[src/rtl/vga_frame_reader.sv]
// 640x480@60 scan of a centred 256x256 grayscale window read from the framebuffer's VGA port.
// Optional VGA_BORDER_EN draws a white 1-pixel ring around the image window.
module vga_frame_reader #(
    parameter int H_ACTIVE    = 640,
    parameter int H_FP        = 16,
    parameter int H_SYNC      = 96,
    parameter int H_BP        = 48,
    parameter int V_ACTIVE    = 480,
    parameter int V_FP        = 10,
    parameter int V_SYNC      = 2,
    parameter int V_BP        = 33,
    parameter int IMG_W       = 256,
    parameter int IMG_H       = 256,
    parameter int IMG_X       = 192,
    parameter int IMG_Y       = 112,
    parameter int ADDR_WIDTH  = 17,
    parameter int MEM_LATENCY = 1
) (
    input  logic                  clk,
    input  logic                  reset,
    input  logic                  enable,
    input  logic [7:0]            color,
    output logic [ADDR_WIDTH-1:0] address_vga,
    output logic                  vga_hsync,
    output logic                  vga_vsync,
    output logic                  vga_blank_n,
    output logic                  vga_sync_n,
    output logic [7:0]            vga_r,
    output logic [7:0]            vga_g,
    output logic [7:0]            vga_b,
    output logic                  frame_start
);

    localparam int H_TOTAL = H_ACTIVE + H_FP + H_SYNC + H_BP;
    localparam int V_TOTAL = V_ACTIVE + V_FP + V_SYNC + V_BP;
    localparam int HW      = $clog2(H_TOTAL);
    localparam int VW      = $clog2(V_TOTAL);

    localparam logic [HW-1:0] H_LAST     = HW'(H_TOTAL - 1);
    localparam logic [HW-1:0] H_ACT_END  = HW'(H_ACTIVE);
    localparam logic [HW-1:0] H_SYNC_BEG = HW'(H_ACTIVE + H_FP);
    localparam logic [HW-1:0] H_SYNC_END = HW'(H_ACTIVE + H_FP + H_SYNC);
    localparam logic [HW-1:0] IMG_X0     = HW'(IMG_X);
    localparam logic [HW-1:0] IMG_X1     = HW'(IMG_X + IMG_W);
    localparam logic [VW-1:0] V_LAST     = VW'(V_TOTAL - 1);
    localparam logic [VW-1:0] V_ACT_END  = VW'(V_ACTIVE);
    localparam logic [VW-1:0] V_SYNC_BEG = VW'(V_ACTIVE + V_FP);
    localparam logic [VW-1:0] V_SYNC_END = VW'(V_ACTIVE + V_FP + V_SYNC);
    localparam logic [VW-1:0] IMG_Y0     = VW'(IMG_Y);
    localparam logic [VW-1:0] IMG_Y1     = VW'(IMG_Y + IMG_H);

    // Flag bit positions inside each delay stage.
    localparam int F_ACT   = 0;
    localparam int F_HS    = 1;
    localparam int F_VS    = 2;
    localparam int F_IMG   = 3;
    localparam int F_FIRST = 4;
`ifdef VGA_BORDER_EN
    localparam int F_RING  = 5;
    localparam int NF      = 6;
    localparam logic [HW-1:0] RING_X0 = HW'(IMG_X - 1);
    localparam logic [VW-1:0] RING_Y0 = VW'(IMG_Y - 1);
`else
    localparam int NF      = 5;
`endif

    logic [HW-1:0]         h_cnt;
    logic [VW-1:0]         v_cnt;
    logic [HW-1:0]         rel_h;
    logic [VW-1:0]         rel_v;
    logic [ADDR_WIDTH-1:0] img_addr;
    logic [NF-1:0]         flags_now;
    logic [NF-1:0]         pipe [MEM_LATENCY];
    logic [NF-1:0]         last;
    logic [7:0]            pix;

    always_ff @(posedge clk or posedge reset) begin
        if (reset) begin
            h_cnt <= '0;
            v_cnt <= '0;
        end else if (!enable) begin
            h_cnt <= '0;
            v_cnt <= '0;
        end else if (h_cnt == H_LAST) begin
            h_cnt <= '0;
            v_cnt <= (v_cnt == V_LAST) ? '0 : v_cnt + 1'b1;
        end else begin
            h_cnt <= h_cnt + 1'b1;
        end
    end

    // Every region flag is gated by enable so a disabled scan drains to blanking.
    always_comb begin
        flags_now          = '0;
        flags_now[F_ACT]   = enable && (h_cnt < H_ACT_END) && (v_cnt < V_ACT_END);
        flags_now[F_HS]    = enable && (h_cnt >= H_SYNC_BEG) && (h_cnt < H_SYNC_END);
        flags_now[F_VS]    = enable && (v_cnt >= V_SYNC_BEG) && (v_cnt < V_SYNC_END);
        flags_now[F_IMG]   = enable && (h_cnt >= IMG_X0) && (h_cnt < IMG_X1)
                                    && (v_cnt >= IMG_Y0) && (v_cnt < IMG_Y1);
        flags_now[F_FIRST] = enable && (h_cnt == '0) && (v_cnt == '0);
`ifdef VGA_BORDER_EN
        flags_now[F_RING]  = enable && (
              ((h_cnt == RING_X0 || h_cnt == IMG_X1) && v_cnt >= RING_Y0 && v_cnt <= IMG_Y1)
           || ((v_cnt == RING_Y0 || v_cnt == IMG_Y1) && h_cnt >= RING_X0 && h_cnt <= IMG_X1));
`endif
    end

    // Constant power-of-two IMG_W reduces this to a bit concatenation.
    assign rel_h    = h_cnt - IMG_X0;
    assign rel_v    = v_cnt - IMG_Y0;
    assign img_addr = ADDR_WIDTH'(32'(rel_v) * IMG_W + 32'(rel_h));

    always_ff @(posedge clk or posedge reset) begin
        if (reset) begin
            address_vga <= '0;
            for (int i = 0; i < MEM_LATENCY; i++) pipe[i] <= '0;
        end else begin
            address_vga <= flags_now[F_IMG] ? img_addr : '0;
            pipe[0]     <= flags_now;
            for (int i = 1; i < MEM_LATENCY; i++) pipe[i] <= pipe[i-1];
        end
    end

    // The last flag stage lines up with the byte the memory returns for this pixel.
    assign last = pipe[MEM_LATENCY-1];

    always_comb begin
        pix = 8'h00;
        if (last[F_ACT]) begin
            if (last[F_IMG]) pix = color;
`ifdef VGA_BORDER_EN
            else if (last[F_RING]) pix = 8'hFF;
`endif
        end
    end

    always_ff @(posedge clk or posedge reset) begin
        if (reset) begin
            vga_hsync   <= 1'b1;
            vga_vsync   <= 1'b1;
            vga_blank_n <= 1'b0;
            vga_r       <= 8'h00;
            vga_g       <= 8'h00;
            vga_b       <= 8'h00;
            frame_start <= 1'b0;
        end else begin
            vga_hsync   <= ~last[F_HS];
            vga_vsync   <= ~last[F_VS];
            vga_blank_n <= last[F_ACT];
            vga_r       <= pix;
            vga_g       <= pix;
            vga_b       <= pix;
            frame_start <= last[F_FIRST];
        end
    end

    assign vga_sync_n = 1'b0;

endmodule

[config.mk]
export PLATFORM = sky130hd
export DESIGN_NAME = vga_frame_reader
export DESIGN_NICKNAME = d
export VERILOG_FILES = /design/src/rtl/vga_frame_reader.sv
export SDC_FILE = /design/constraint.sdc
export NUM_CORES = 1
export LEC_CHECK = 0
export BUFFER_PORTS_ARGS = -buffer_cell sky130_fd_sc_hd__buf_2
export CAP_MARGIN = 15
export CELL_PAD_IN_SITES_DETAIL_PLACEMENT = 1
export CELL_PAD_IN_SITES_GLOBAL_PLACEMENT = 1
export CORE_MARGIN = 4
export CORE_UTILIZATION = 37
export DETAILED_ROUTE_END_ITERATION = 12
export GPL_ROUTABILITY_DRIVEN = 0
export GPL_TIMING_DRIVEN = 0
export PLACE_DENSITY_LB_ADDON = 0.05
export SLEW_MARGIN = 40
export SYNTH_ARGS = -nofsm -noshare
export SYNTH_HDL_FRONTEND = slang
export SYNTH_SLANG_ARGS = --single-unit
[constraint.sdc]
create_clock -name clk -period 2 [get_ports clk]
set_input_delay 0.2 -clock clk [delete_from_list [all_inputs] [get_ports clk]]
set_output_delay 0.2 -clock clk [all_outputs]
set_load 0.01 [all_outputs]
==> results.ini <==
[sta]
finalWorstSetupSlack_ns = -0.0571
rsz0062_at_grt = true
finClkSkew_ns = 0.0135
tightest_slew_ns = 0.680
min_period_ns = 2.06
finalHoldViolCount = 0
maxSlewHeadroom_pct = 54.3
fmax_mhz = 486
fin_crit_sh_pct = 103
slew_viol_final = 0
setup_viol = 3

[clock_tree]
clock_sinks = 54
clockRootBuffer = clkbuf_8
cts.htree.levels = 2
path_clk_slew_ns = 0.10
numCtsBuffers = 5
clk_latency_ns = 0.31
cts_tree = yes
clk_path_buf_depth = 2

[setup_path]
slowest_stage = dfrtp_2
crit_type = flip-flop to flip-flop
cp_max_fo = 6
reg2reg_depth = 9
endpoint_kind = flip-flop
cp-start-kind = flip-flop
path_cells = ha_4 > xnor2_4 > ha_4 > inv_2 > fa_2 > and3b_2 > buf_4 > xnor2_1 > nor2_1
slowest_delay_ns = 0.48
crit_required_ns = 2.19
cp_common_cell = ha_4
critical_path_arrival_ns = 2.25

[status]
violations = setup timing
outcome = complete, but fails checks

[routing]
drtAntennaViolNets = 0
totalWireLength_mm = 6.78
wl_per_cell_um = 15.8
first_pass_iters = 4
drc_errors = 0
vias = 2092
vias_per_cell = 4.88
drtIter0Drc = 27

[yosys]
syn_inst = 258
yosys.area.top_type = dfrtp_1
ys_seq_elements = 54
synth_ff_type = dfrtp_1
ys_top_cells_by_count = dfrtp_1, nor2_1, inv_1
synth.area.top_cells = dfrtp_1, ha_1, buf_4, xnor2_1, nor2_1
async_reset_ff_share_pct = 100
synthesis.area_um2 = 2650
synth_nets = 283
synth.avg_cell_area_um2 = 10.3
ys_types = 39
yosys_warnings = 0
yosysSeqAreaShare_pct = 51.2
post-synth-top-count-cell = dfrtp_1
synth-edff-count = 0
synth.top_cell.area_share_pct = 49.2

[grt]
grtUsageTotal_pct = 16.6
grt_pass1_vias = 2228
antenna_found_initial = 0
grt_max_degree = 33
overflow = 0
grt_first_pass_wirelength_mm = 11.4

[floorplan]
die_w_um = 92.6
core_um2 = 6870
rows = 30
die-area_um2 = 8570
start_util_pct = 38.5
io_pins = 57
die_y_um = 92.6

[pwr]
powerDensity_nw_per_um2 = 592
peakVddDrop_uv = 267
pwr-share-comb_pct = 9.4
p_int_mw = 1.58
power_mw = 2.08
swShare_pct = 24.2
p_seq_share_pct = 54.8
clkPwrFrac_pct = 35.8
leakage_nw = 1.79
p_sw_mw = 0.503

[hold_path]
hold-path-cell-count = 2
hp-class = primary input to flip-flop

[finish]
fillers = 781
nets = 357
layout-drive-gt1-share_pct = 41.4
num_antenna_cells = 0
syn2layout_area_growth_pct = 32.8

[place]
place_ws_ns = -0.216
dp_hpwl_mm = 4.79
port_buffers = 54

[run]
drv_cap = 0

-- per-layer routing --
metal | track usage, % | routed length [um]
met2 | 28.6 | 3360
met4 | 3.34 | 59
met3 | 3.17 | 307
met1 | 21.7 | 3060
met5 | 0 | 0
-- placed cells by master, fill, tap and decap left out, types with 3 or more instances in the layout --
cell / instances
buf_2: 57
dfrtp_1: 47
buf_4: 29
nor2_1: 23
inv_1: 15
and3_1: 12
a21oi_1: 10
nand3_1: 9
o21ai_0: 9
nand2_1: 8
ha_1: 8
xnor2_1: 7
xor2_1: 6
or3_1: 6
ha_4: 5
clkbuf_8: 5
dfrtp_2: 5
clkbuf_1: 4
nand4_1: 4
and2_1: 4
nor3_1: 4
inv_2: 3
a21oi_2: 3
or4_1: 3
o31ai_1: 3
-- registers in the layout, indices dropped and copies added (netlist names) --
signal,cells
vga_blank_n,1
frame_start,1
address_vga,17
vga_vsync,1
v_cnt,10
vga_b,8
vga_hsync,1
h_cnt,10
last,5
-- what timing repair did --
item / in CTS / in global routing
gates resized for setup: 17 / 23
pin swaps: 7 / 6
endpoints found under the setup margin: 16 / 21
setup buffers: 8 / 5
hold buffers: 1 / 0
hold endpoints to repair: 21 / 0
-- worst max-delay path, delay by kind of cell, from the launching register on --
family	cells	cell delay, ns
buffers and inverters	2	0.15
and+or+nand+nor	2	0.35
adders and majority gates	3	0.69
xor gates and xnor gates	2	0.27
DFF	1	0.48
-- logic make-up (layout without fill, tap and decap cells) --
group                      Yosys count  count (layout)  share of synthesized area [%]
and+or+nand+nor                     92              92                           19.3
DFF                                 54              54                           51.2
buffers and inverters               47             122                           9.31
AOI/OAI and AO/OA                   34              34                           7.90
xor gates and xnor gates            16              16                           5.30
adders and majority gates           14              14                           6.90
other                                1               1                          0.142
-- worst paths after layout --
| path | startpoint | endpoint | slack, ns |
|---|---|---|---|
| max in group asynchronous | reset | vga_vsync | 1.06 |
| setup / recovery | h_cnt[6] | address_vga[12] | -0.06 |
| hold reg to reg | last[1] | vga_hsync | 0.36 |
| hold / removal | color[5] | vga_b[5] | 0.12 |
| min in group asynchronous | reset | address_vga[7] | 0.41 |
| setup reg to reg | h_cnt[6] | address_vga[12] | -0.06 |
-- power groups by stage --
stage	Clock (mW)	Sequential (mW)	Combinational, mW
2_1_floorplan	0	1.15	0.0930
3_3_place_gp	0	1.15	0.136
3_5_place_dp	0	1.15	0.149
4_1_cts	0.771	1.13	0.173
5_1_grt	0.815	1.14	0.224
6_report	0.743	1.14	0.196
-- stage by stage --
step                      hold slack (ns)  TNS, ns  utilization (%)  instance area [um2]  instances
after floorplan                     0.331        0                -                 2680        258
after global placement              0.335   -14.38             44.7                 3070        408
after detailed placement            0.196    -2.20             45.2                 3110        409
after CTS                           0.117  -0.0480             49.1                 3370        426
after global routing                0.120   -0.700             51.1                 3510        429
final                               0.125   -0.106             51.1                 3510        429
-- layout make-up --
| type | instances | area [um2] | share of cell area (%) |
|---|---|---|---|
| sequential | 54 | 1360 | 38.7 |
| multi-input combinational | 157 | 1260 | 36.0 |
| timing repair buffer | 69 | 403 | 11.5 |
| buffer | 26 | 181 | 5.16 |
| tap | 96 | 120 | 3.42 |
| inverter | 19 | 73.8 | 2.10 |
| clock buffer | 6 | 72.6 | 2.07 |
| clock inverter | 2 | 37.5 | 1.07 |
Power figures use the tool's default switching activity.
